==> src/rtl/mips32_mem_dumper_pkg.sv <==
// Shared definitions for the MIPS32 data-memory dumper: FSM encodings and word geometry.
package mips32_mem_dumper_pkg;

  localparam int DEF_ADDR_W = 10;
  localparam int DEF_CNT_W  = 11;
  localparam int WORD_BYTES = 4;

  typedef enum logic [2:0] {
    S_IDLE  = 3'd0,
    S_READ  = 3'd1,
    S_WAIT  = 3'd2,
    S_SEND  = 3'd3,
    S_CKSUM = 3'd4,
    S_FIN   = 3'd5
  } state_t;

endpackage

==> src/rtl/mips32_mem_dumper_serializer.sv <==
// Word-to-byte serializer: loads a 32-bit word and emits it MSB-first over valid/ready.
// With single=1 only the top byte is emitted (used for the trailing checksum byte).
module mips32_word_serializer
  import mips32_mem_dumper_pkg::*;
(
  input  logic        clk1,
  input  logic        rst,
  input  logic        load,
  input  logic        single,
  input  logic [31:0] word,
  input  logic        ready,
  output logic        valid,
  output logic [7:0]  data,
  output logic        last
);

  localparam int IDX_W = $clog2(WORD_BYTES);

  logic [31:0]      sh;
  logic [IDX_W-1:0] left;

  // Shifting zeros in on every accept leaves data at 0 once the word is drained.
  always_ff @(posedge clk1) begin
    if (rst) begin
      sh    <= '0;
      left  <= '0;
      valid <= 1'b0;
    end else if (load) begin
      sh    <= word;
      valid <= 1'b1;
      left  <= single ? '0 : IDX_W'(WORD_BYTES - 1);
    end else if (valid && ready) begin
      sh <= {sh[23:0], 8'h00};
      if (left == '0) valid <= 1'b0;
      else            left  <= left - IDX_W'(1);
    end
  end

  assign data = sh[31:24];
  assign last = valid && (left == '0);

endmodule

==> src/rtl/mips32_mem_dumper.sv <==
// Data-memory readback engine: reads count words from a synchronous port and streams bytes out.
// Optional trailing XOR checksum byte enabled by defining MIPS32_DUMP_CKSUM_EN.
module mips32_mem_dumper
  import mips32_mem_dumper_pkg::*;
#(
  parameter int ADDR_W = DEF_ADDR_W,
  parameter int CNT_W  = DEF_CNT_W
) (
  input  logic              clk1,
  input  logic              rst,
  input  logic              start,
  input  logic [ADDR_W-1:0] base_addr,
  input  logic [CNT_W-1:0]  count,
  output logic              busy,
  output logic              done,
  output logic              mem_rd_en,
  output logic [ADDR_W-1:0] mem_addr,
  input  logic [31:0]       mem_rd_data,
  output logic              out_valid,
  input  logic              out_ready,
  output logic [7:0]        out_data,
  output logic [2:0]        dbg_state
);

  // Byte link: a byte transfers on a rising edge where out_valid && out_ready; out_valid and
  // out_data are registered, never depend on out_ready, and hold while the sink stalls.
  state_t            state;
  logic [CNT_W-1:0]  remaining;
  logic              fire;
  logic              ser_load;
  logic              ser_single;
  logic              ser_last;
  logic [31:0]       ser_word;

  assign fire      = out_valid && out_ready;
  assign dbg_state = state;

`ifdef MIPS32_DUMP_CKSUM_EN
  logic [7:0] cksum;
  logic       ck_load;

  // The checksum byte is loaded on the same edge the final data byte is accepted.
  assign ck_load    = (state == S_SEND) && fire && ser_last && (remaining == CNT_W'(1));
  assign ser_load   = (state == S_WAIT) || ck_load;
  assign ser_single = ck_load;
  assign ser_word   = ck_load ? {cksum ^ out_data, 24'h000000} : mem_rd_data;

  always_ff @(posedge clk1) begin
    if (rst)                               cksum <= '0;
    else if (state == S_IDLE && start)     cksum <= '0;
    else if (state == S_SEND && fire)      cksum <= cksum ^ out_data;
  end
`else
  assign ser_load   = (state == S_WAIT);
  assign ser_single = 1'b0;
  assign ser_word   = mem_rd_data;
`endif

  mips32_word_serializer u_ser (
    .clk1   (clk1),
    .rst    (rst),
    .load   (ser_load),
    .single (ser_single),
    .word   (ser_word),
    .ready  (out_ready),
    .valid  (out_valid),
    .data   (out_data),
    .last   (ser_last)
  );

  always_ff @(posedge clk1) begin
    if (rst) begin
      state     <= S_IDLE;
      busy      <= 1'b0;
      done      <= 1'b0;
      mem_rd_en <= 1'b0;
      mem_addr  <= '0;
      remaining <= '0;
    end else begin
      done      <= 1'b0;
      mem_rd_en <= 1'b0;
      case (state)
        S_IDLE: begin
          if (start) begin
            busy      <= 1'b1;
            remaining <= count;
            mem_addr  <= base_addr;
            if (count == '0) begin
              state <= S_FIN;
            end else begin
              state     <= S_READ;
              mem_rd_en <= 1'b1;
            end
          end
        end
        S_READ: state <= S_WAIT;
        S_WAIT: state <= S_SEND;
        S_SEND: begin
          if (fire && ser_last) begin
            if (remaining == CNT_W'(1)) begin
`ifdef MIPS32_DUMP_CKSUM_EN
              state <= S_CKSUM;
`else
              state <= S_FIN;
`endif
            end else begin
              remaining <= remaining - CNT_W'(1);
              mem_addr  <= mem_addr + ADDR_W'(1);
              mem_rd_en <= 1'b1;
              state     <= S_READ;
            end
          end
        end
`ifdef MIPS32_DUMP_CKSUM_EN
        S_CKSUM: if (fire) state <= S_FIN;
`endif
        S_FIN: begin
          done  <= 1'b1;
          busy  <= 1'b0;
          state <= S_IDLE;
        end
        default: state <= S_IDLE;
      endcase
    end
  end

endmodule

==> config.mk <==
export PLATFORM = sky130hd
export DESIGN_NAME = mips32_mem_dumper
export DESIGN_NICKNAME = d
export VERILOG_FILES = /design/src/rtl/mips32_mem_dumper_pkg.sv /design/src/rtl/mips32_mem_dumper_serializer.sv /design/src/rtl/mips32_mem_dumper.sv
export SDC_FILE = /design/constraint.sdc
export NUM_CORES = 1
export LEC_CHECK = 0
export ABC_AREA = 1
export CORE_MARGIN = 5
export CORE_UTILIZATION = 50
export CTS_CLUSTER_DIAMETER = 60
export DETAILED_ROUTE_END_ITERATION = 8
export PLACE_DENSITY = 0.8
export SYNTH_ARGS = -nofsm -noshare
export SYNTH_HDL_FRONTEND = slang
export SYNTH_HIERARCHICAL = 1
export SYNTH_SLANG_ARGS = --single-unit
==> constraint.sdc <==
create_clock -name clk1 -period 2.34 [get_ports clk1]
set_input_delay 0.351 -clock clk1 [delete_from_list [all_inputs] [get_ports clk1]]
set_output_delay 0.351 -clock clk1 [all_outputs]
set_load 0.1 [all_outputs]
---- Yosys cells after proc, flatten, opt, wreduce, memory -nomap -nowiden ----
Cells that the tools add are included.
storage, ports and cells
  register bits ........................... 62
  bits in latches ......................... 0
  bits in writable memories ............... 0
  memory bits (read-only) ................. 0
  word-level logic and storage cells ...... 65
  memories ................................ 0
cells by class
  add/sub/neg operators ................... 3
  multipliers ............................. 0
  divide/modulo/power cells ............... 0
  magnitude comparators ................... 0
  equality and inequality tests ........... 9
  shift-type cells ........................ 0
  muxes and demuxes ....................... 29
  bitwise gates (word level) .............. 0
  reductions and logical operators ........ 15
operator list
  cell                                                                     count
  32-bit 2-to-1 mux                                                        2
  11-bit 2-to-1 mux                                                        3
  10-bit 2-to-1 mux                                                        3
  11-bit one-hot mux with 2 select lines                                   1
  10-bit one-hot mux with 2 select lines                                   1
  3-bit 2-to-1 mux                                                         4
  3-bit one-hot mux with 4 select lines                                    1
  11-bit by 1-bit equality test with 1-bit output (second input constant)  1
  11-bit logical NOT                                                       1
  11-bit by 1-bit subtractor with 11-bit output (second input constant)    1
  10-bit by 1-bit adder with 10-bit output (second input constant)         1
  1-bit 2-to-1 mux                                                         9
  2-bit inequality test (second input constant)                            4
  2-bit AND reduction                                                      4
  2-bit nonzero test                                                       4
  3-bit by 2-bit equality test with 1-bit output (second input constant)   2
  2-bit 2-to-1 mux                                                         3
  1-bit one-hot mux with 2 select lines                                    2
  4-bit AND reduction                                                      1
  3-bit by 1-bit equality test with 1-bit output (second input constant)   1
  3-bit equality test (second input constant)                              1
  1-bit logical AND                                                        3
  3-bit logical NOT                                                        1
  2-bit logical NOT                                                        1
  2-bit by 1-bit subtractor with 2-bit output (second input constant)      1

---- Longest topological paths before layout ----
Gate-level depths: netlist of run 1.
  word-level depth ........................ 5
  gate-level depth with buffers ........... 13
  depth with buffers taken out ............ 13

---- Modules after synthesis ----
The synthesis of run 1 kept the hierarchy.
modules (own cells, without submodules)
  module                  times used  cells each  area an instance (µm²)  sequential area each (µm²)
  mips32_word_serializer  1           254         1806.7                  700.7
  mips32_mem_dumper       1           303         1798.0                  540.5

---- Worst setup path before layout of run 1 ----
OpenSTA, ideal clock, no wires.
  kind .................................... register to register
  start ................................... register u_ser.valid
  end ..................................... register mem_addr[0]
  arrival ................................. 2.078 ns
  slack ................................... 0.145 ns
  stages on the path, launching flop included .. 11
  path buffers ............................ 1
  period minus slack after synthesis ...... 2.195 ns
  cell sequence ........................... dfxtp_1 > nand2_1 > inv_1 > nand3_1 > nand2_2 > nand2_2 > nor2_4 > nand2_4 > buf_6 > o21ai_0 > nor2_1
between the ends
  cells in the longest elaborated chain, start to end .. 4
RTL lines
  item                                    line                                text
  start, declared                         mips32_mem_dumper_serializer.sv:12  output logic valid,
  start signal, assigned                  mips32_mem_dumper_serializer.sv:27  valid <= 1'b0;
  start signal, assigned                  mips32_mem_dumper_serializer.sv:30  valid <= 1'b1;
  start signal, assigned                  mips32_mem_dumper_serializer.sv:34  if (left == '0) valid <= 1'b0;
  1-bit logical AND                       mips32_mem_dumper_serializer.sv:40  assign last = valid && (left == '0);
  named net ser_last                      mips32_mem_dumper.sv:32             logic ser_last;
  1-bit logical AND                       mips32_mem_dumper.sv:99             if (fire && ser_last) begin
  2-bit inequality test (no source line)  n/a
  4-bit AND reduction (no source line)    n/a
  end signal, assigned                    mips32_mem_dumper.sv:87             mem_addr <= base_addr;
  end signal, assigned                    mips32_mem_dumper.sv:108            mem_addr <= mem_addr + ADDR_W'(1);
  end, declared                           mips32_mem_dumper.sv:17             output logic [ADDR_W-1:0] mem_addr,
The timed path passes the listed nets, and every way through them passes these cells.
A chain may end at the register's enable or synchronous reset.

---- Worst setup path in the final report of run 1 ----
  start ................................... register u_ser.left[0]
  end ..................................... register remaining[7]
between the ends
  cells in the longest elaborated chain, start to end .. 5
RTL lines
  item                                    line                                text
  start, declared                         mips32_mem_dumper_serializer.sv:20  logic [IDX_W-1:0] left;
  start signal, assigned                  mips32_mem_dumper_serializer.sv:31  left <= single ? '0 : IDX_W'(WORD_BYTES - 1);
  start signal, assigned                  mips32_mem_dumper_serializer.sv:35  else left <= left - IDX_W'(1);
  2-bit logical NOT                       mips32_mem_dumper_serializer.sv:40
  1-bit logical AND                       mips32_mem_dumper_serializer.sv:40
  named net ser_last                      mips32_mem_dumper.sv:32
  1-bit logical AND                       mips32_mem_dumper.sv:99
  2-bit inequality test (no source line)  n/a
  4-bit AND reduction (no source line)    n/a
  end signal, assigned                    mips32_mem_dumper.sv:86             remaining <= count;
  end signal, assigned                    mips32_mem_dumper.sv:107            remaining <= remaining - CNT_W'(1);
  end, declared                           mips32_mem_dumper.sv:28             logic [CNT_W-1:0] remaining;
The timed path passes the listed nets, and every way through them passes these cells.

==> results of run 1 <==
[flip-flops by register name (all words and copies together) (netlist names)]
register,cells
mem_addr,10
done,1
dbg_state,3
u_ser/left,2
u_ser/valid,1
u_ser/sh,32
remaining,11
busy,1
mem_rd_en,1
[placed cells by master, fill, tap and decap left out, types with 2 or more instances in the layout]
cell	instances
sky130_fd_sc_hd__buf_4	30
sky130_fd_sc_hd__inv_1	38
sky130_fd_sc_hd__nor2_4	2
sky130_fd_sc_hd__nand3_2	2
sky130_fd_sc_hd__o21ai_1	2
sky130_fd_sc_hd__clkbuf_8	9
sky130_fd_sc_hd__inv_8	3
sky130_fd_sc_hd__a31oi_1	3
sky130_fd_sc_hd__o21ai_0	14
sky130_fd_sc_hd__nand3_1	25
sky130_fd_sc_hd__dfxtp_1	62
sky130_fd_sc_hd__nand3b_1	3
sky130_fd_sc_hd__a21oi_1	43
sky130_fd_sc_hd__a21oi_2	10
sky130_fd_sc_hd__nand4_1	3
sky130_fd_sc_hd__clkdlybuf4s50_1	55
sky130_fd_sc_hd__ha_1	4
sky130_fd_sc_hd__o22ai_1	2
sky130_fd_sc_hd__bufinv_16	3
sky130_fd_sc_hd__nand2_1	221
sky130_fd_sc_hd__inv_6	2
sky130_fd_sc_hd__nand2_4	2
sky130_fd_sc_hd__nor2_1	61
sky130_fd_sc_hd__nand2_2	13
sky130_fd_sc_hd__or2_2	3
[through the flow]
step                      instances  setup slack [ns]  power [mW]
final                           724             0.436        4.54
after global placement          708             0.313        3.31
after global routing            724             0.208        4.83
after CTS                       724             0.442        4.56
after detailed placement        708             0.247        3.36
after floorplan                 557             0.145        3.07
[logic make-up after synthesis]
kind of cell / Yosys count / synth area share, %
xor+xnor: 1 / 0.243
fa+ha+maj: 4 / 1.39
flops: 62 / 34.4
simple gates: 339 / 39.5
other cells: 1 / 0.104
compound gates: 75 / 11.7
buf+inv: 75 / 12.6
[how the worst min path moves through the flow]
stage / from / cells after the start / end / slack, ns
floorplan: u_ser/sh[10] / 2 / u_ser/sh[10] / 0.44
global placement: u_ser/sh[12] / 2 / u_ser/sh[12] / 0.45
detailed placement: u_ser/sh[8] / 2 / u_ser/sh[8] / 0.45
CTS: rst / 2 / remaining[3] / 0.31
global route: rst / 2 / remaining[2] / 0.31
finish: rst / 2 / remaining[2] / 0.32
[layout make-up]
| class | instances | area (sq um) | share of cell area (%) |
|---|---|---|---|
| multi-input cells | 420 | 1910 | 42.7 |
| flip-flops and latches | 62 | 1240 | 27.7 |
| repair buffers | 86 | 781 | 17.4 |
| inverters | 41 | 171 | 3.83 |
| clock inverters | 7 | 128 | 2.85 |
| clock buffers | 9 | 124 | 2.76 |
| well taps | 99 | 124 | 2.76 |
[power by group through the flow]
stage / logic [mW] / registers [mW] / clock network [mW]
5_1_grt: 2.15 / 1.41 / 1.26
2_1_floorplan: 1.22 / 1.85 / 0
4_1_cts: 1.96 / 1.39 / 1.21
3_5_place_dp: 1.95 / 1.41 / 0
3_3_place_gp: 1.91 / 1.40 / 0
6_report: 1.96 / 1.39 / 1.20
[worst max-delay path: stages (launching register included)]
cell and delay, ns:
sky130_fd_sc_hd__dfxtp_1 0.33, sky130_fd_sc_hd__inv_1 0.06, sky130_fd_sc_hd__ha_1 0.18, sky130_fd_sc_hd__nand2_1 0.06, sky130_fd_sc_hd__inv_1 0.06, sky130_fd_sc_hd__nand3_1 0.13
sky130_fd_sc_hd__nand2_2 0.12, sky130_fd_sc_hd__nand2_2 0.07, sky130_fd_sc_hd__nor2_4 0.16, sky130_fd_sc_hd__nand2_4 0.20, sky130_fd_sc_hd__inv_4 0.20, sky130_fd_sc_hd__nor2_1 0.06
sky130_fd_sc_hd__nor2_1 0.10, sky130_fd_sc_hd__nor2_1 0.05
[layer usage]
metal | vias to the layer above | track usage, % | share of wire, %
met1 | 1562 | 25.8 | 46
met2 | 96 | 32.0 | 48
met4 | 0 | 6.25 | 1.2
met5 | - | 0 | 0
li1 | 1862 | - | -
met3 | 9 | 4.22 | 5.6
==> impl_summary.log, run 1 <==
[metrics] count of cell types in the netlist: 34
[metrics] end of the worst register-to-register path: remaining[7]
[metrics] I/O pin cnt: just over 80
[metrics] router iterations before antenna repair: 5
[metrics] Total Routing Usage GR: between 10% and 20%
[metrics] Sequential Power Share: a little under a third
[metrics] wire length reported by the detailed router: 8670 microns
[metrics] number of sinks handled by clock tree synthesis: 62
[metrics] crit path launch type: flip-flop
[metrics] overall die area: 0.00901 sq mm
[metrics] pin count of the biggest net entering global routing: 42
[metrics] first-pass GRT wire length: 14,300 microns
[metrics] Site Rows: 31
[metrics] slew of the pin with the lowest slew margin: 0.539 ns
[metrics] initial antenna violation count: 0
[metrics] Fin Setup TNS: 0 ns
[metrics] Synth top cells by count: sky130_fd_sc_hd__nand2_1, sky130_fd_sc_hd__dfxtp_1, sky130_fd_sc_hd__nor2_1, sky130_fd_sc_hd__a21oi_1, sky130_fd_sc_hd__inv_1
[metrics] count of buffers inserted at the top-level ports: 81
[metrics] cells resized by post-CTS repair: 0
[metrics] average size of a mapped cell: 6.47 sq um
[metrics] Post-Syn Instances: 557
[metrics] length in cells of the worst reg-to-reg path: 13
[metrics] fraction of final layout cells sized beyond drive strength 1: around 13%
[metrics] tightest hold margin: 0.317 ns
[metrics] number of register bits inferred by synthesis: 62
[metrics] RSZ-0062 raised after global routing: no
[metrics] area share of the largest cell type after synthesis: approximately a third
[metrics] area of all placed cells without fillers: between 0.004 and 0.005 sq mm
[metrics] maximum root-to-sink buffer count: 2
[metrics] Layout Nets: around 680
[metrics] setup violators final: 0
[metrics] Slew Viols, Final: 0
[metrics] width of the chip: 94.9 microns
[metrics] CTS tree: yes
[metrics] vias per cell: 4.87
[metrics] Final Cycle Share: 81.4%
[metrics] Placer Congestion: approximately 0.9
[metrics] hold violation total from the final report: 0
[metrics] drt drc: 0
[metrics] total power density per cell area: 1010 mW/mm^2
[metrics] Worst VDD drop: 0.613 mV
[metrics] syn_nets: 618
[metrics] library cell occupying the most area in the post-synthesis netlist: sky130_fd_sc_hd__dfxtp_1
[metrics] leading cell types by total area after synthesis: sky130_fd_sc_hd__dfxtp_1, sky130_fd_sc_hd__nand2_1, sky130_fd_sc_hd__nor2_1, sky130_fd_sc_hd__a21oi_1, sky130_fd_sc_hd__inv_1
[metrics] clock buffer count from CTS: 9
[metrics] clock transition at the register clock pins on the worst setup and hold paths after CTS: approximately 0.08 ns
[metrics] worst reg-to-reg setup slack: 0.44 ns
[metrics] cell area after synthesis: approximately 0.0036 sq mm
[metrics] Hold Buf Count CTS: 0
[metrics] Fmax: 525 MHz
[metrics] critical path class: flip-flop to flip-flop
[metrics] WP data required: 2.56 ns
[metrics] drt initial violations: 271
[metrics] initial core utilization: 50.5%
[metrics] Psw: 2.04 mW
[metrics] routed via count: 3,529
[metrics] DR WL/cell: 12.0 microns
[metrics] most numerous cell in the Yosys netlist: sky130_fd_sc_hd__nand2_1
[metrics] number of diodes added for antenna fixing: 0
[metrics] Async SR Flop Fraction: 0%
[metrics] final design utilization: 62.8%
[metrics] leakage power figure: around 2 nW
[metrics] Post-Route Skew: 0.00859 ns
[metrics] buffers inserted during post-CTS setup optimization: 0
[metrics] synthesis warning total: 6
[metrics] total of fill cells in the finished design: 664
[metrics] total overflow reported by the global router: 0
[metrics] kind of end point of the critical path: flip-flop
[metrics] startpoint of the worst setup timing path: u_ser/left[0]
[metrics] Final min period: 1.90 ns
[metrics] half-perimeter wire length after detailed placement: 6170 microns
[metrics] number of max-capacitance violations reported: 0
[metrics] count of flip-flops with a built-in enable after synthesis: 0
[metrics] antenna-violating nets left: 0
[metrics] worst min-delay path class: input pin to flip-flop
[metrics] placeable core area: ~0.0071 sq mm
[metrics] Comb power frac: 43.1%
[metrics] relative contribution of the clock network to total power: about a quarter
[metrics] relative max-transition margin: around 64%
[metrics] clock network latency to the later pin of the worst-skew pair: 0.34 ns
[metrics] arrival time at the worst endpoint: 2.12 ns
[metrics] Area growth, synth to finish: 24.3%
[metrics] critical path peak fanout: 23
[metrics] endpoint of the worst setup timing path: remaining[7]
[metrics] worst reg2reg path startpoint: u_ser/left[0]
[metrics] count of H-tree levels built during CTS: 3
[metrics] sequential fraction of the synthesis area: 34.4%
[metrics] status: complete, no violations
[metrics] switching share of total power: between 40% and 50%
[metrics] root cell of the clock tree: sky130_fd_sc_hd__clkbuf_8
[metrics] vertical extent of the die: 94.9 microns
[metrics] internal portion of total power: between 2 and 3 mW
[metrics] via count of the first global-routing pass: 3,248
[metrics] commonest register cell after synthesis: sky130_fd_sc_hd__dfxtp_1
[metrics] cell area after placement: between 0.004 and 0.005 sq mm
Power figures use the tool's default switching activity.
==> run 2, diff against run 1 <==
Clock period 2.34 ns to 2 ns, I/O delays scaled along.
==> impl_summary.log, run 2 (synthesis gave the netlist of run 1 again) <==
[metrics] Psw: 2.40 mW
[metrics] arrival time at the worst endpoint: 2.12 ns
[metrics] tightest hold margin: roughly 0.32 ns
[metrics] Final WS setup: 0.157 ns
[metrics] wire length reported by the detailed router: 8980 microns
[metrics] worst reg-to-reg setup slack: 0.16 ns
[metrics] global-route met3 utilization: 3.98%
[metrics] Final Cycle Share: slightly above 90%
[metrics] internal portion of total power: 2.62 mW
[metrics] critical path buffer and inverter count: 3
[metrics] Sequential Power Share: about a third
[metrics] half-perimeter wire length after detailed placement: ~6500 microns
[metrics] crit path launch type: flip-flop
[metrics] length in cells of the worst reg-to-reg path: 11
[metrics] number of diodes added for antenna fixing: 0
[metrics] Total Routing Usage GR: 20.5%
[metrics] Worst VDD drop: 0.809 mV
[metrics] total of fill cells in the finished design: between 600 and 700
[metrics] clock network latency to the later pin of the worst-skew pair: about 0.34 ns
[metrics] count of buffers inserted at the top-level ports: 81
[metrics] vias per cell: roughly 5.0
[metrics] Comb power frac: 47.8%
[metrics] number of max-capacitance violations reported: 0
[metrics] Fmax: 543 MHz
[metrics] root cell of the clock tree: sky130_fd_sc_hd__clkbuf_8
[metrics] commonest cells after routing, fill and taps aside: sky130_fd_sc_hd__nand2_1, sky130_fd_sc_hd__nor2_1, sky130_fd_sc_hd__dfxtp_1
[metrics] Layout Nets: 689
[metrics] vertical extent of the die: ~95 microns
[metrics] worst reg2reg path startpoint: remaining[1]
[metrics] Reg with most FFs: u_ser/sh
[metrics] critical path class: flip-flop to flip-flop
[metrics] WHS Endpoint: remaining[7]
[metrics] I/O pin cnt: 82
[metrics] first-pass GRT wire length: 14,800 microns
[metrics] met2 Resource Use GR: between 30% and 40%
[metrics] peak-usage layer in the global routing report: met2
[metrics] Site Rows: 31
[metrics] setup violators final: 0
[metrics] clock buffer count from CTS: 9
[metrics] critical path peak fanout: 15
[metrics] initial core utilization: 50.5%
[metrics] initial antenna violation count: 0
[metrics] width of the chip: 94.9 microns
[metrics] end of the worst register-to-register path: mem_addr[2]
[metrics] WP data required: 2.27 ns
[metrics] Placer Congestion: 0.926
[metrics] maximum root-to-sink buffer count: 2
[metrics] max reg flops: 32
[metrics] DR WL/cell: 12.3 microns
[metrics] total overflow reported by the global router: 0
[metrics] Slew Viols, Final: 0
[metrics] gate family responsible for the most delay along the worst path: simple AND/OR/NAND/NOR gates
[metrics] status: complete, no violations
[metrics] Area growth, synth to finish: 24.6%
[metrics] instance count along the most critical hold path: 2
[metrics] router iterations before antenna repair: 4
[metrics] Hold Buf Count CTS: 0
[metrics] worst-case setup slack after placement: 0.0689 ns
[metrics] antenna-violating nets left: 0
[metrics] clock transition at the register clock pins on the worst setup and hold paths after CTS: 0.08 ns
[metrics] Final min period: between 1.5 and 2 ns
[metrics] routed via count: 3,625
[metrics] overall die area: 0.00901 sq mm
[metrics] total power consumption of the routed design: 5.02 mW
[metrics] worst hold start: rst
[metrics] hold violation total from the final report: 0
[metrics] drt initial violations: 170
[metrics] worst min-delay path class: input pin to flip-flop
[metrics] switching share of total power: 47.9%
[metrics] count of H-tree levels built during CTS: 3
[metrics] via count of the first global-routing pass: 3,397
[metrics] relative contribution of the clock network to total power: approximately a fifth
[metrics] CTS tree: yes
[metrics] Critical-path top delay cell: sky130_fd_sc_hd__dfxtp_1
[metrics] largest registers: u_ser/sh (32), remaining (11), mem_addr (10)
[metrics] total power density per cell area: about 1100 mW/mm^2
[metrics] kind of end point of the critical path: flip-flop
[metrics] crit-path max cell delay: 0.32 ns
[metrics] pin count of the biggest net entering global routing: 33
[metrics] commonest non-fill, non-tap cell in the layout: sky130_fd_sc_hd__nand2_1
[metrics] placeable core area: 0.00714 sq mm
[metrics] cell area after placement: 0.00429 sq mm
[metrics] leakage power figure: ~2 nW
[metrics] area of all placed cells without fillers: 0.00449 sq mm
[metrics] drt drc: 0
[metrics] number of sinks handled by clock tree synthesis: 62
[metrics] met1 capacity usage during global routing: 26.4%
[metrics] Post-Route Skew: around 0.010 ns
[metrics] fraction of final layout cells sized beyond drive strength 1: 15.6%
[metrics] cell breakdown of the critical path: inv_1 > ha_1 > inv_1 > nor2_1 > nand2_1 > nor2_1 > nand3_2 > nand2_8 > buf_4 > nand2_1 > a21oi_1
-- run 2: cell count changes in the layout (fill, tap and decap cells not counted), moves of 2 or more --
| cell | delta |
|---|---|
| sky130_fd_sc_hd__buf_4 | +7 |
| sky130_fd_sc_hd__dfxtp_1 | -6 |
| sky130_fd_sc_hd__dfxtp_2 | +6 |
| sky130_fd_sc_hd__bufinv_16 | -3 |
| sky130_fd_sc_hd__clkinv_2 | +3 |
| sky130_fd_sc_hd__clkinvlp_4 | +2 |
-- run 2: through the flow --
stage / std cells / setup TNS (ns) / utilization, %
2_1_floorplan: 557 / 0 / -
3_3_place_gp: 713 / 0 / 60.1
3_5_place_dp: 713 / 0 / 60.1
4_1_cts: 729 / 0 / 62.5
5_1_grt: 732 / -0.0100 / 62.9
6_report: 732 / 0 / 62.9
-- run 2: per-layer routing --
metal	part of all wire (%)	wire, microns	vias up
met3	4.8	427	15
met4	1.6	146	0
met2	47	4260	89
li1	-	-	1876
met5	0	0	-
met1	46	4150	1645
-- run 2: cell type report --
type | count | area [sq um] | share of cell area (%)
Timing Repair Buffer | 94 | 853 | 19.0
Tap cell | 99 | 124 | 2.76
Clock inverter | 7 | 47.5 | 1.06
Multi-Input combinational cell | 420 | 1920 | 42.8
Inverter | 41 | 171 | 3.82
Sequential cell | 62 | 1250 | 27.8
Clock buffer | 9 | 124 | 2.76
-- run 2: worst max path at each step --
stage,from,endpoint,slack (ns),depth (start not counted)
3_3_place_gp,out_ready,mem_addr[9],0.13,10
5_1_grt,u_ser/left[0],mem_addr[9],-0.01,13
3_5_place_dp,out_ready,mem_addr[9],0.07,10
4_1_cts,u_ser/left[0],mem_addr[9],0.18,13
6_report,remaining[1],mem_addr[2],0.16,11
2_1_floorplan,mem_addr[2],mem_addr[8],0.08,7
-- run 2: power groups by stage --
stage / Combinational (mW) / Sequential [mW] / Clock (mW)
6_report: 2.40 / 1.64 / 0.982
5_1_grt: 2.63 / 1.66 / 1.05
4_1_cts: 2.33 / 1.63 / 0.993
3_5_place_dp: 2.32 / 1.66 / 0
3_3_place_gp: 2.28 / 1.65 / 0
2_1_floorplan: 1.43 / 2.17 / 0
-- run 2: worst register-to-register path: cells and delay by family, from the launching register on --
family,cells,cell delay (ns)
buffers and inverters,3,0.30
AND/OR/NAND/NOR,6,0.85
AO/OA/AOI/OAI,1,0.15
flip-flops,1,0.32
adder cells (fa/ha/maj),1,0.15
-- run 2: repair_timing --
action                                  CTS  global route
buffers inserted                          0             3
endpoints found under the setup margin    0             2
gates resized for setup                   0             2
==> run 3, diff against run 2 <==
Settings changed: ABC_AREA 1 to 0, CORE_ASPECT_RATIO from default to 1.5, PLACE_DENSITY 0.8 to 0.81.
Clock period 2 ns to 2.09 ns, I/O delays scaled along.
==> impl_summary.log, run 3 <==
[metrics] status: complete, no violations
[metrics] library cell occupying the most area in the post-synthesis netlist: sky130_fd_sc_hd__dfxtp_1
[metrics] Hold Buf Count CTS: 0
[metrics] Synth top cells by count: sky130_fd_sc_hd__dfxtp_1, sky130_fd_sc_hd__nor3_1, sky130_fd_sc_hd__a211oi_1, sky130_fd_sc_hd__and3_1, sky130_fd_sc_hd__a21oi_1
[metrics] RSZ-0062 raised after global routing: no
[metrics] clock network latency to the later pin of the worst-skew pair: ~0.35 ns
[metrics] clock transition at the register clock pins on the worst setup and hold paths after CTS: 0.07 ns
[metrics] via count of the first global-routing pass: ~3,300
[metrics] area occupied by registers: 0.00126 sq mm
[metrics] number of sinks handled by clock tree synthesis: 62
[metrics] Post-Route Skew: 0.00685 ns
[metrics] first-pass GRT wire length: ~15,000 microns
[metrics] Worst VDD drop: 0.512 mV
[metrics] max reg flops: 32
[metrics] detailed-routing wirelength on met1: 3540 microns
[metrics] total overflow reported by the global router: 0
[metrics] relative max-transition margin: 65.9%
[metrics] vias per cell: between 5 and 6
[metrics] slew of the pin with the lowest slew margin: 0.509 ns
[metrics] drt initial violations: 268
[metrics] DR WL/cell: ~17 microns
[metrics] crit path launch type: flip-flop
[metrics] vertical extent of the die: 111 microns
[metrics] CTS tree: yes
[metrics] crit-path max cell delay: 0.40 ns
[metrics] Layout Nets: 547
[metrics] count of flip-flops with a built-in enable after synthesis: 0
[metrics] fraction of final layout cells sized beyond drive strength 1: 18.7%
[metrics] hold violation total from the final report: 0
[metrics] number of max-capacitance violations reported: 0
[metrics] largest registers: u_ser/sh (32), remaining (11), mem_addr (10)
[metrics] wire length reported by the detailed router: roughly 9500 microns
[metrics] I/O pin cnt: approximately 80
[metrics] Reg with most FFs: u_ser/sh
[metrics] placeable core area: 0.00653 sq mm
[metrics] clock buffer count from CTS: 9
[metrics] total of fill cells in the finished design: 543
[metrics] count of buffers inserted at the top-level ports: 81
[metrics] maximum root-to-sink buffer count: 2
[metrics] Async SR Flop Fraction: 0%
[metrics] Fin Setup TNS: 0 ns
[metrics] synthesis warning total: 6
[metrics] routed via count: about 3,400
[metrics] WP data required: 2.34 ns
[metrics] leading cell types by total area after synthesis: sky130_fd_sc_hd__dfxtp_1, sky130_fd_sc_hd__a211oi_1, sky130_fd_sc_hd__and3_1, sky130_fd_sc_hd__nor2b_1, sky130_fd_sc_hd__nor3_1
[metrics] router iterations before antenna repair: 4
[metrics] count of cell types in the netlist: between 50 and 60
[metrics] Site Rows: 36
[metrics] cell area after synthesis: around 0.0034 sq mm
[metrics] multi-input combinational cell area: 0.00189 sq mm
[metrics] total power density per cell area: 779 mW/mm^2
[metrics] Final Cycle Share: between 90 and 100%
[metrics] pin count of the biggest net entering global routing: 69
[metrics] overall die area: 0.00853 sq mm
[metrics] met2 wire length: 5170 microns
[metrics] setup violators final: 0
[metrics] root cell of the clock tree: sky130_fd_sc_hd__clkbuf_8
[metrics] non-filler cells, final: 567
[metrics] average size of a mapped cell: 8.27 sq um
[metrics] area share of the largest cell type after synthesis: 36.8%
[metrics] Post-Syn Instances: 408
[metrics] Slew Viols, Final: 0
[metrics] gate family responsible for the most delay along the worst path: simple AND/OR/NAND/NOR gates
[metrics] Critical-path top delay cell: sky130_fd_sc_hd__nor4b_1
[metrics] cells resized by post-CTS repair: 0
[metrics] initial core utilization: roughly 52%
[metrics] cell breakdown of the critical path: ha_1 > nor4b_1 > and4_1 > buf_4 > nor3_1 > a22o_2
[metrics] commonest cells after routing, fill and taps aside: sky130_fd_sc_hd__clkdlybuf4s50_1, sky130_fd_sc_hd__dfxtp_1, sky130_fd_sc_hd__buf_4
[metrics] Total Routing Usage GR: about 22%
[metrics] critical path peak fanout: 12
[metrics] kind of end point of the critical path: flip-flop
[metrics] Met3 Routed Length: 578 microns
[metrics] commonest register cell after synthesis: sky130_fd_sc_hd__dfxtp_1
[metrics] number of diodes added for antenna fixing: 0
[metrics] commonest non-fill, non-tap cell in the layout: sky130_fd_sc_hd__clkdlybuf4s50_1
[metrics] width of the chip: 77.1 microns
[metrics] buffers inserted during post-CTS setup optimization: 0
[metrics] drt drc: 0
[metrics] Area growth, synth to finish: 33.4%
[metrics] Final min period: 1.89 ns
[metrics] count of H-tree levels built during CTS: 3
[metrics] Placer Congestion: between 0.8 and 0.9
[metrics] leakage power figure: roughly 1.8 nW
[metrics] top sig layer: met4
[metrics] number of register bits inferred by synthesis: 62
[metrics] most numerous cell in the Yosys netlist: sky130_fd_sc_hd__dfxtp_1
[metrics] critical path class: flip-flop to flip-flop
[metrics] cell count after placement: 551
[metrics] antenna-violating nets left: 0
[metrics] Fmax: 529 MHz
[metrics] initial antenna violation count: 0
[metrics] critical path buffer and inverter count: 1
[metrics] half-perimeter wire length after detailed placement: 6680 microns
[metrics] worst min-delay path class: input pin to flip-flop
[metrics] arrival time at the worst endpoint: 2.14 ns
[metrics] sequential fraction of the synthesis area: between 30% and 40%
-- run 3: cell types whose count changed in the layout (fill, tap and decap cells not counted), moves of 25 or more --
cell | previous run | this run
sky130_fd_sc_hd__inv_1 | 38 | 10
sky130_fd_sc_hd__nand2_1 | 221 | 23
sky130_fd_sc_hd__and3_1 | 0 | 27
sky130_fd_sc_hd__a211oi_1 | 0 | 30
sky130_fd_sc_hd__nor2b_1 | 0 | 25
sky130_fd_sc_hd__nor3_1 | 1 | 31
sky130_fd_sc_hd__nor2_1 | 61 | 12
-- run 3: worst paths after layout --
| kind | startpoint | to | slack [ns] | cells after the start |
|---|---|---|---|---|
| min reg2reg | u_ser/sh[3] | u_ser/sh[3] | 0.48 | 2 |
| min | rst | u_ser/sh[7] | 0.43 | 2 |
| max | remaining[0] | remaining[9] | 0.20 | 6 |
| max reg2reg | remaining[0] | remaining[9] | 0.20 | 6 |
-- run 3: power by group --
part	internal (mW)	switching (mW)
sequential	1.28	0.0785
clock	0.720	0.474
combinational	0.363	0.591
total	2.36	1.14
-- run 3: layout make-up --
type | instances | area share [%]
clock buffer | 14 | 4.31
clock inverter | 2 | 0.778
inverter | 10 | 0.834
multi-input combinational | 295 | 41.9
sequential | 62 | 27.9
tap | 76 | 2.11
timing repair buffer | 108 | 22.1
-- run 3: cells by family (layout without fill, tap and decap cells) --
kind of cell / Yosys count / in the layout / share of synthesized area, %
buffers and inverters: 52 / 134 / 7.45
AOI/OAI and AO/OA: 119 / 119 / 24.9
adders and majority gates: 4 / 4 / 1.48
other: 1 / 2 / 0.111
DFF: 62 / 62 / 36.8
and+or+nand+nor: 170 / 170 / 29.3
-- run 3: worst register-to-register path, stage by stage, from the launching register on --
cell and delay [ns]:
sky130_fd_sc_hd__dfxtp_1 0.39, sky130_fd_sc_hd__ha_1 0.18, sky130_fd_sc_hd__nor4b_1 0.40, sky130_fd_sc_hd__and4_1 0.29
sky130_fd_sc_hd__buf_4 0.20, sky130_fd_sc_hd__nor3_1 0.06, sky130_fd_sc_hd__a22o_2 0.27
-- run 3: per-stage QoR --
stage	power (mW)	worst slack [ns]	util [%]	area [sq um]	hold slack, ns
after floorplan	2.02	0.00600	-	3400	0.456
after global placement	2.31	0.0476	65.4	4270	0.467
after detailed placement	2.33	0.0382	65.4	4270	0.469
after CTS	3.52	0.185	68.9	4500	0.427
after global routing	3.65	0.00702	68.9	4500	0.454
final	3.51	0.201	68.9	4500	0.431
-- run 3: layer usage --
metal	GRT usage (%)	vias up
met5	0	-
met4	8.37	0
met3	6.27	15
met2	39.5	108
met1	23.4	1587
li1	-	1682
